### src/rtl/t_inst_pkg.sv
// Shared types and constants for the t_inst test drivers: state encoding,
// LFSR taps, trace/error widths and a saturating error accumulator.
package t_inst_pkg;

    typedef enum logic [1:0] {
        ST_IDLE,
        ST_RUN,
        ST_FLUSH,
        ST_DONE
    } state_e;

    localparam logic [31:0] LFSR_TAPS = 32'h8020_0003;
    localparam int          TRACE_W   = 128;
    localparam int          ERR_W     = 8;

    // Adds up to two errors per cycle and pins at all-ones instead of wrapping.
    function automatic logic [ERR_W-1:0] err_sat_add(input logic [ERR_W-1:0] acc,
                                                     input logic [1:0]       inc);
        logic [ERR_W:0] sum;
        sum = {1'b0, acc} + {{(ERR_W - 1){1'b0}}, inc};
        return sum[ERR_W] ? {ERR_W{1'b1}} : sum[ERR_W-1:0];
    endfunction

endpackage

### src/rtl/t_inst_lfsr.sv
// Galois LFSR (right-shifting) with synchronous reload and advance enable.
// Shared by the t_inst family of stimulus drivers.
module t_inst_lfsr
    import t_inst_pkg::*;
#(
    parameter int               WIDTH = 32,
    parameter logic [WIDTH-1:0] TAPS  = LFSR_TAPS,
    parameter logic [WIDTH-1:0] SEED  = {{(WIDTH - 1){1'b0}}, 1'b1}
) (
    input  logic             clk,
    input  logic             rst_n,
    input  logic             load,
    input  logic             adv,
    output logic [WIDTH-1:0] q
);

    logic [WIDTH-1:0] lfsr_d, lfsr_q;

    always_comb begin
        lfsr_d = lfsr_q;
        if (load) begin
            lfsr_d = SEED;
        end else if (adv) begin
            lfsr_d = (lfsr_q >> 1) ^ (lfsr_q[0] ? TAPS : '0);
        end
    end

    always_ff @(posedge clk or negedge rst_n) begin
        if (!rst_n) lfsr_q <= SEED;
        else        lfsr_q <= lfsr_d;
    end

    assign q = lfsr_q;

endmodule

### config.mk
export PLATFORM = sky130hd
export DESIGN_NAME = t_inst_lfsr
export DESIGN_NICKNAME = d
export VERILOG_FILES = /design/src/rtl/t_inst_pkg.sv /design/src/rtl/t_inst_lfsr.sv
export SDC_FILE = /design/constraint.sdc
export NUM_CORES = 1
export LEC_CHECK = 0
export BUFFER_PORTS_ARGS = -buffer_cell sky130_fd_sc_hd__buf_2
export CORE_MARGIN = 4
export CORE_UTILIZATION = 51
export DETAILED_ROUTE_END_ITERATION = 10
export GPL_ROUTABILITY_DRIVEN = 0
export PLACE_DENSITY = 0.78
export SYNTH_ARGS = -nofsm -noshare
export SYNTH_HDL_FRONTEND = slang
export SYNTH_SLANG_ARGS = --single-unit
### constraint.sdc
create_clock -name clk -period 1.3 [get_ports clk]
set_input_delay 0.26 -clock clk [delete_from_list [all_inputs] [get_ports clk]]
set_output_delay 0.26 -clock clk [all_outputs]
set_load 0.02 [all_outputs]
==> results of run 1 <==
## synth_stat cells
master / number / share of area [%]
nor2_1: 29 / 8.0
clkbuf_1: 2 / 0.55
a21oi_1: 1 / 0.37
buf_12: 3 / 4.4
dfstp_2: 1 / 1.9
buf_6: 1 / 0.83
and3_1: 1 / 0.46
o21bai_1: 1 / 0.55
nor2_2: 2 / 0.92
buf_2: 1 / 0.37
dfrtp_1: 31 / 57
xnor2_1: 2 / 1.3
mux2i_1: 29 / 21
a211oi_2: 2 / 1.8
## stage by stage
stage,hold slack (ns),instance area (sq um)
after floorplan,-0.0356,1360
final,0.367,1610
after global placement,0.181,1530
after CTS,0.366,1610
after global routing,0.390,1610
after detailed placement,0.189,1530
## layout by cell type (no fill, tap or decap), types with 2 or more instances in the layout
cell / n
clkinv_2: 2
dfrtp_1: 31
mux2i_1: 29
buf_2: 34
nor2_2: 2
clkbuf_4: 5
a211oi_2: 2
xnor2_1: 2
nor2_1: 29
buf_12: 2
## layer usage
layer | vias to the layer above | part of all wire [%] | GRT usage [%]
li1 | 429 | - | -
met1 | 418 | 43 | 19.2
met2 | 21 | 50 | 25.1
met3 | 5 | 5.9 | 5.01
met4 | 0 | 1.6 | 8.54
met5 | - | 0 | 0
## how the worst min path moves through the flow
stage | start | end | slack, ns | cells after the start
CTS | rst_n | q[29] | 0.37 | 2
global route | rst_n | q[29] | 0.39 | 2
global placement | rst_n | q[31] | 0.18 | 1
detailed placement | rst_n | q[31] | 0.19 | 1
floorplan | rst_n | q[10] | -0.04 | 0
finish | rst_n | q[29] | 0.37 | 2
## power groups by stage
stage	clock (mW)	combinational (mW)	sequential [mW]
6_report	0.584	0.167	1.02
5_1_grt	0.651	0.182	1.03
4_1_cts	0.609	0.168	1.02
3_5_place_dp	0	0.159	1.05
3_3_place_gp	0	0.156	1.05
2_1_floorplan	0	0.0985	1.06
## logic make-up after synthesis
kind of cell / share of synthesized area [%]
flops: 59.0
xor+xnor: 1.29
simple gates: 9.39
mux: 21.4
compound gates: 2.76
buf+inv: 6.17
## final cells by class
| class | count | share of cell area, % |
|---|---|---|
| clock buffers | 6 | 3.18 |
| flip-flops and latches | 32 | 49.7 |
| well taps | 30 | 2.33 |
| repair buffers | 39 | 14.8 |
| clock inverters | 2 | 0.621 |
| multi-input cells | 67 | 29.3 |
## timing repair
item / CTS / global route
hold buffers: 1 / 0
pin swaps: 0 / 0
setup endpoints to repair: 1 / 1
setup buffers: 1 / 0
resized for setup: 0 / 2
endpoints found under the hold margin: 12 / 0
==> flow_metrics.tcl, run 1 <==
set metrics [dict create \
    utilization_pct 64.5 \
    cts_tree "done" \
    dp_hpwl_microns 1700 \
    fin_nets 149 \
    cts_sinks 32 \
    crit_cells 1 \
    hold_violations 0 \
    syn_area_per_cell_sq_um 12.8 \
    io_buffers 35 \
    setup_ws_ns 0.0556 \
    multi_input_area_sq_um 473 \
    synth_cell_type_count 14 \
    worstSetupEndpointType "output pin" \
    drv_slew 0 \
    critPathSlowestCell "dfstp_2" \
    crit_path_max_incr_delay_ns 0.55 \
    cts_buffer_depth 2 \
    powerDensity_nw_per_um2 1100 \
    drv_cap 0 \
    rrSetupSlack_ns 0.23 \
    cts_buffers 5 \
    fin_crit_sh_pct 95.7 \
    path_class "register to output pin" \
    die_w_microns 59.6 \
    crit_chain "buf_6" \
    power_frac_seq_pct 57.7 \
    skew_ns 0.00899 \
    ys_seq_area_share_pct 59.0 \
    rows 18 \
    boundaryPins 36 \
    area_growth_pct 18.7 \
    syn_area_sq_um 1360 \
    start_util_pct 54.4 \
    yosysWarnings 0 \
    p_switching_mw 0.442 \
    htreeDepth 2 \
    largest_reg_flops 32 \
    clock_latency_ns 0.33 \
    antenna_found_initial 0 \
    worstPathArrival_ns 0.98 \
    vias 873 \
    finalSetupViolCount 0 \
    power_frac_clock_pct 32.9 \
    cp.buffers_inverters 1 \
    wl_per_cell_microns 14.1 \
    path_clk_slew_ns 0.10 \
    finalCriticalPeriod_ns 1.24 \
    dieHeight_microns 59.6 \
    first_pass_iters 3 \
    status "complete, no violations" \
    ir_drop_mv 0.968 \
    design.die.area_sq_um 3550 \
    tightest_slew_ns 0.551 \
    synth_seq_cells 32 \
    required_ns 1.04 \
    p_total_mw 1.78 \
    drt-vias-per-instance 4.96 \
    diodes 0 \
    critPathLaunchType "register" \
    drtAntennaViolNets 0 \
    p_int_mw 1.33 \
    synth_nets 110 \
    coreArea_sq_um 2500 \
    tns_ns 0 \
    routed_wl_microns 2480 \
    slew_headroom_pct 63.3 \
    drive_gt1_share_pct 34.9 \
    track_usage_pct 15.9 \
    grt_max_degree 36 \
    grt-ovfl-total 0 \
    seq_area_sq_um 802 \
    final_cells 176 \
    root_buffer "clkbuf_4" \
    critPathCapture "q[0]" \
    grt_pass1_vias 874 \
    clock.fmax_mhz 804 \
    dp_cells 166 \
    drt_iter0_drc 14 \
    hp-class "primary input to async pin" \
    r2r_end "q[1]" \
    netlist_instances 106 \
    reg2reg_from "q[0]" \
    crit_path_start "q[0]" \
    p_sw_share_pct 24.9 \
    r2r_cells 3 \
    critPathTopFamily "flip-flops" \
    grt_pass1_wl_microns 4020 \
    power_leakage_nw 0.929 \
    pwr-share-comb_pct 9.4 \
    worstPathMaxFanout 2 \
    drc 0 \
    num-fill-cells 209 \
    rsz0062_at_grt "no" \
    pre_cts_ws_ns 0.264 \
]
No activity file was read; power rests on OpenSTA's default activity.
==> inputs of run 2 (changes only) <==
--- a/config.mk
+++ b/config.mk
@@ -6,6 +6,7 @@
 export NUM_CORES = 1
 export LEC_CHECK = 0
 export BUFFER_PORTS_ARGS = -buffer_cell sky130_fd_sc_hd__buf_2
+export CORE_ASPECT_RATIO = 0.9
 export CORE_MARGIN = 4
 export CORE_UTILIZATION = 51
 export DETAILED_ROUTE_END_ITERATION = 10
==> flow_metrics.tcl, run 2 (synthesis results as in run 1) <==
set metrics [dict create \
    num-fill-cells 215 \
    grt-ovfl-total 0 \
    crit_path_start "q[0]" \
    grt_pass1_vias 905 \
    path_clk_slew_ns 0.10 \
    track_usage_pct 15.6 \
    worstSetupEndpointType "output pin" \
    p_int_mw 1.35 \
    power_frac_seq_pct 57.5 \
    cts_buffer_depth 2 \
    worstPathMaxFanout 2 \
    drt-vias-per-instance 5.31 \
    finalSetupViolCount 0 \
    crit_path_max_incr_delay_ns 0.55 \
    critPathTopFamily "flip-flops" \
    final_cells 178 \
    cts_tree "done" \
    r2r_cells 4 \
    drt_iter0_drc 39 \
    crit_cells 1 \
    fin_crit_sh_pct 97.4 \
    busiest_layer "met2" \
    slew_headroom_pct 77.8 \
    multi_input_area_sq_um 473 \
    reg2reg_from "q[0]" \
    worstPathArrival_ns 1.01 \
    path_class "register to output pin" \
    rrSetupSlack_ns 0.17 \
    utilization_pct 65.2 \
    largest_reg_flops 32 \
    dp_cells 167 \
    pwr-share-comb_pct 9.7 \
    area_growth_pct 19.3 \
    antenna_found_initial 0 \
    drtAntennaViolNets 0 \
    dieHeight_microns 57.0 \
    grt_pass1_wl_microns 4350 \
    first_pass_iters 4 \
    start_util_pct 54.6 \
    use_met2_pct 23.2 \
    finalCriticalPeriod_ns 1.27 \
    grt_max_degree 36 \
    boundaryPins 36 \
    crit_chain "buf_4" \
    drv_cap 0 \
    status "complete, no violations" \
    coreArea_sq_um 2490 \
    grtUsageMet1_pct 19.9 \
    routed_wl_microns 2590 \
    ir_drop_mv 0.900 \
    critPathCapture "q[0]" \
    dp_hpwl_microns 1720 \
    die_w_microns 62.4 \
    drv_slew 0 \
    seq_area_sq_um 802 \
    design.die.area_sq_um 3560 \
    vias 946 \
    cp.buffers_inverters 1 \
    powerDensity_nw_per_um2 1100 \
    diodes 0 \
    drive_gt1_share_pct 35.3 \
    root_buffer "clkbuf_4" \
    met3_usage_pct 7.48 \
    layout_commonest_cell "buf_2" \
    power_frac_clock_pct 32.8 \
    rows 17 \
    wl_per_cell_microns 14.5 \
    clock.fmax_mhz 790 \
    hp-class "primary input to register" \
    skew_ns 0.00851 \
    p_switching_mw 0.435 \
    clock_latency_ns 0.33 \
    fin_nets 153 \
    drc 0 \
    cts_sinks 32 \
    p_sw_share_pct 24.4 \
    final_cell_mix "34 x buf_2, 31 x dfrtp_1, 29 x mux2i_1, 29 x nor2_1, 7 x buf_4" \
    critPathLaunchType "register" \
    required_ns 1.04 \
    r2r_end "q[21]" \
    htreeDepth 2 \
    dpl_cell_area_sq_um 1540 \
    power_leakage_nw 0.936 \
    cts_buffers 5 \
    critPathSlowestCell "dfstp_2" \
    tightest_slew_ns 0.333 \
    stdcell_area_sq_um 1620 \
    io_buffers 35 \
    hold_violations 0 \
]
[run 2: cell types whose count changed in the layout (fill, tap and decap cells not counted)]
cell,delta
clkbuf_1,+2
clkinv_2,-2
buf_12,-1
buf_6,-1
buf_4,+6
[run 2: worst min-delay path by stage]
stage | startpoint | to | cells past startpoint
3_5_place_dp | rst_n | q[30] | 1
6_report | load | q[1] | 2
4_1_cts | load | q[1] | 2
3_3_place_gp | rst_n | q[30] | 1
2_1_floorplan | rst_n | q[10] | 0
5_1_grt | load | q[31] | 2
[run 2: layout make-up]
class	instances	share of cell area [%]
tap	28	2.16
sequential	32	49.5
timing repair buffer	43	15.6
multi-input combinational	67	29.2
clock buffer	8	3.63
[run 2: power by group through the flow]
| stage | clock network (mW) | registers (mW) | logic, mW |
|---|---|---|---|
| 2_1_floorplan | 0 | 1.06 | 0.0985 |
| 3_3_place_gp | 0 | 1.05 | 0.158 |
| 3_5_place_dp | 0 | 1.05 | 0.162 |
| 4_1_cts | 0.596 | 1.02 | 0.171 |
| 5_1_grt | 0.665 | 1.03 | 0.186 |
| 6_report | 0.584 | 1.03 | 0.173 |
[run 2: per-layer routing]
| metal | wire length (microns) | vias up | share of wire [%] |
|---|---|---|---|
| li1 | - | 437 | - |
| met1 | 1190 | 468 | 46 |
| met5 | 0 | - | 0 |
| met3 | 179 | 9 | 6.9 |
| met2 | 1160 | 32 | 45 |
| met4 | 60 | 0 | 2.3 |
[run 2: per-stage QoR]
step	worst slack [ns]	total power, mW	TNS (ns)	hold WS, ns
2_1_floorplan	0.301	1.16	0	-0.0356
3_3_place_gp	0.303	1.20	0	0.170
3_5_place_dp	0.252	1.21	0	0.176
4_1_cts	0.0272	1.79	0	0.287
5_1_grt	-0.0266	1.88	-0.0266	0.289
6_report	0.0334	1.78	0	0.288
[run 2: timing repair]
action,CTS,global route
hold buffers,1,0
endpoints found under the hold margin,12,0
setup buffers,1,1
setup endpoints to repair,1,1
resized for setup,0,1
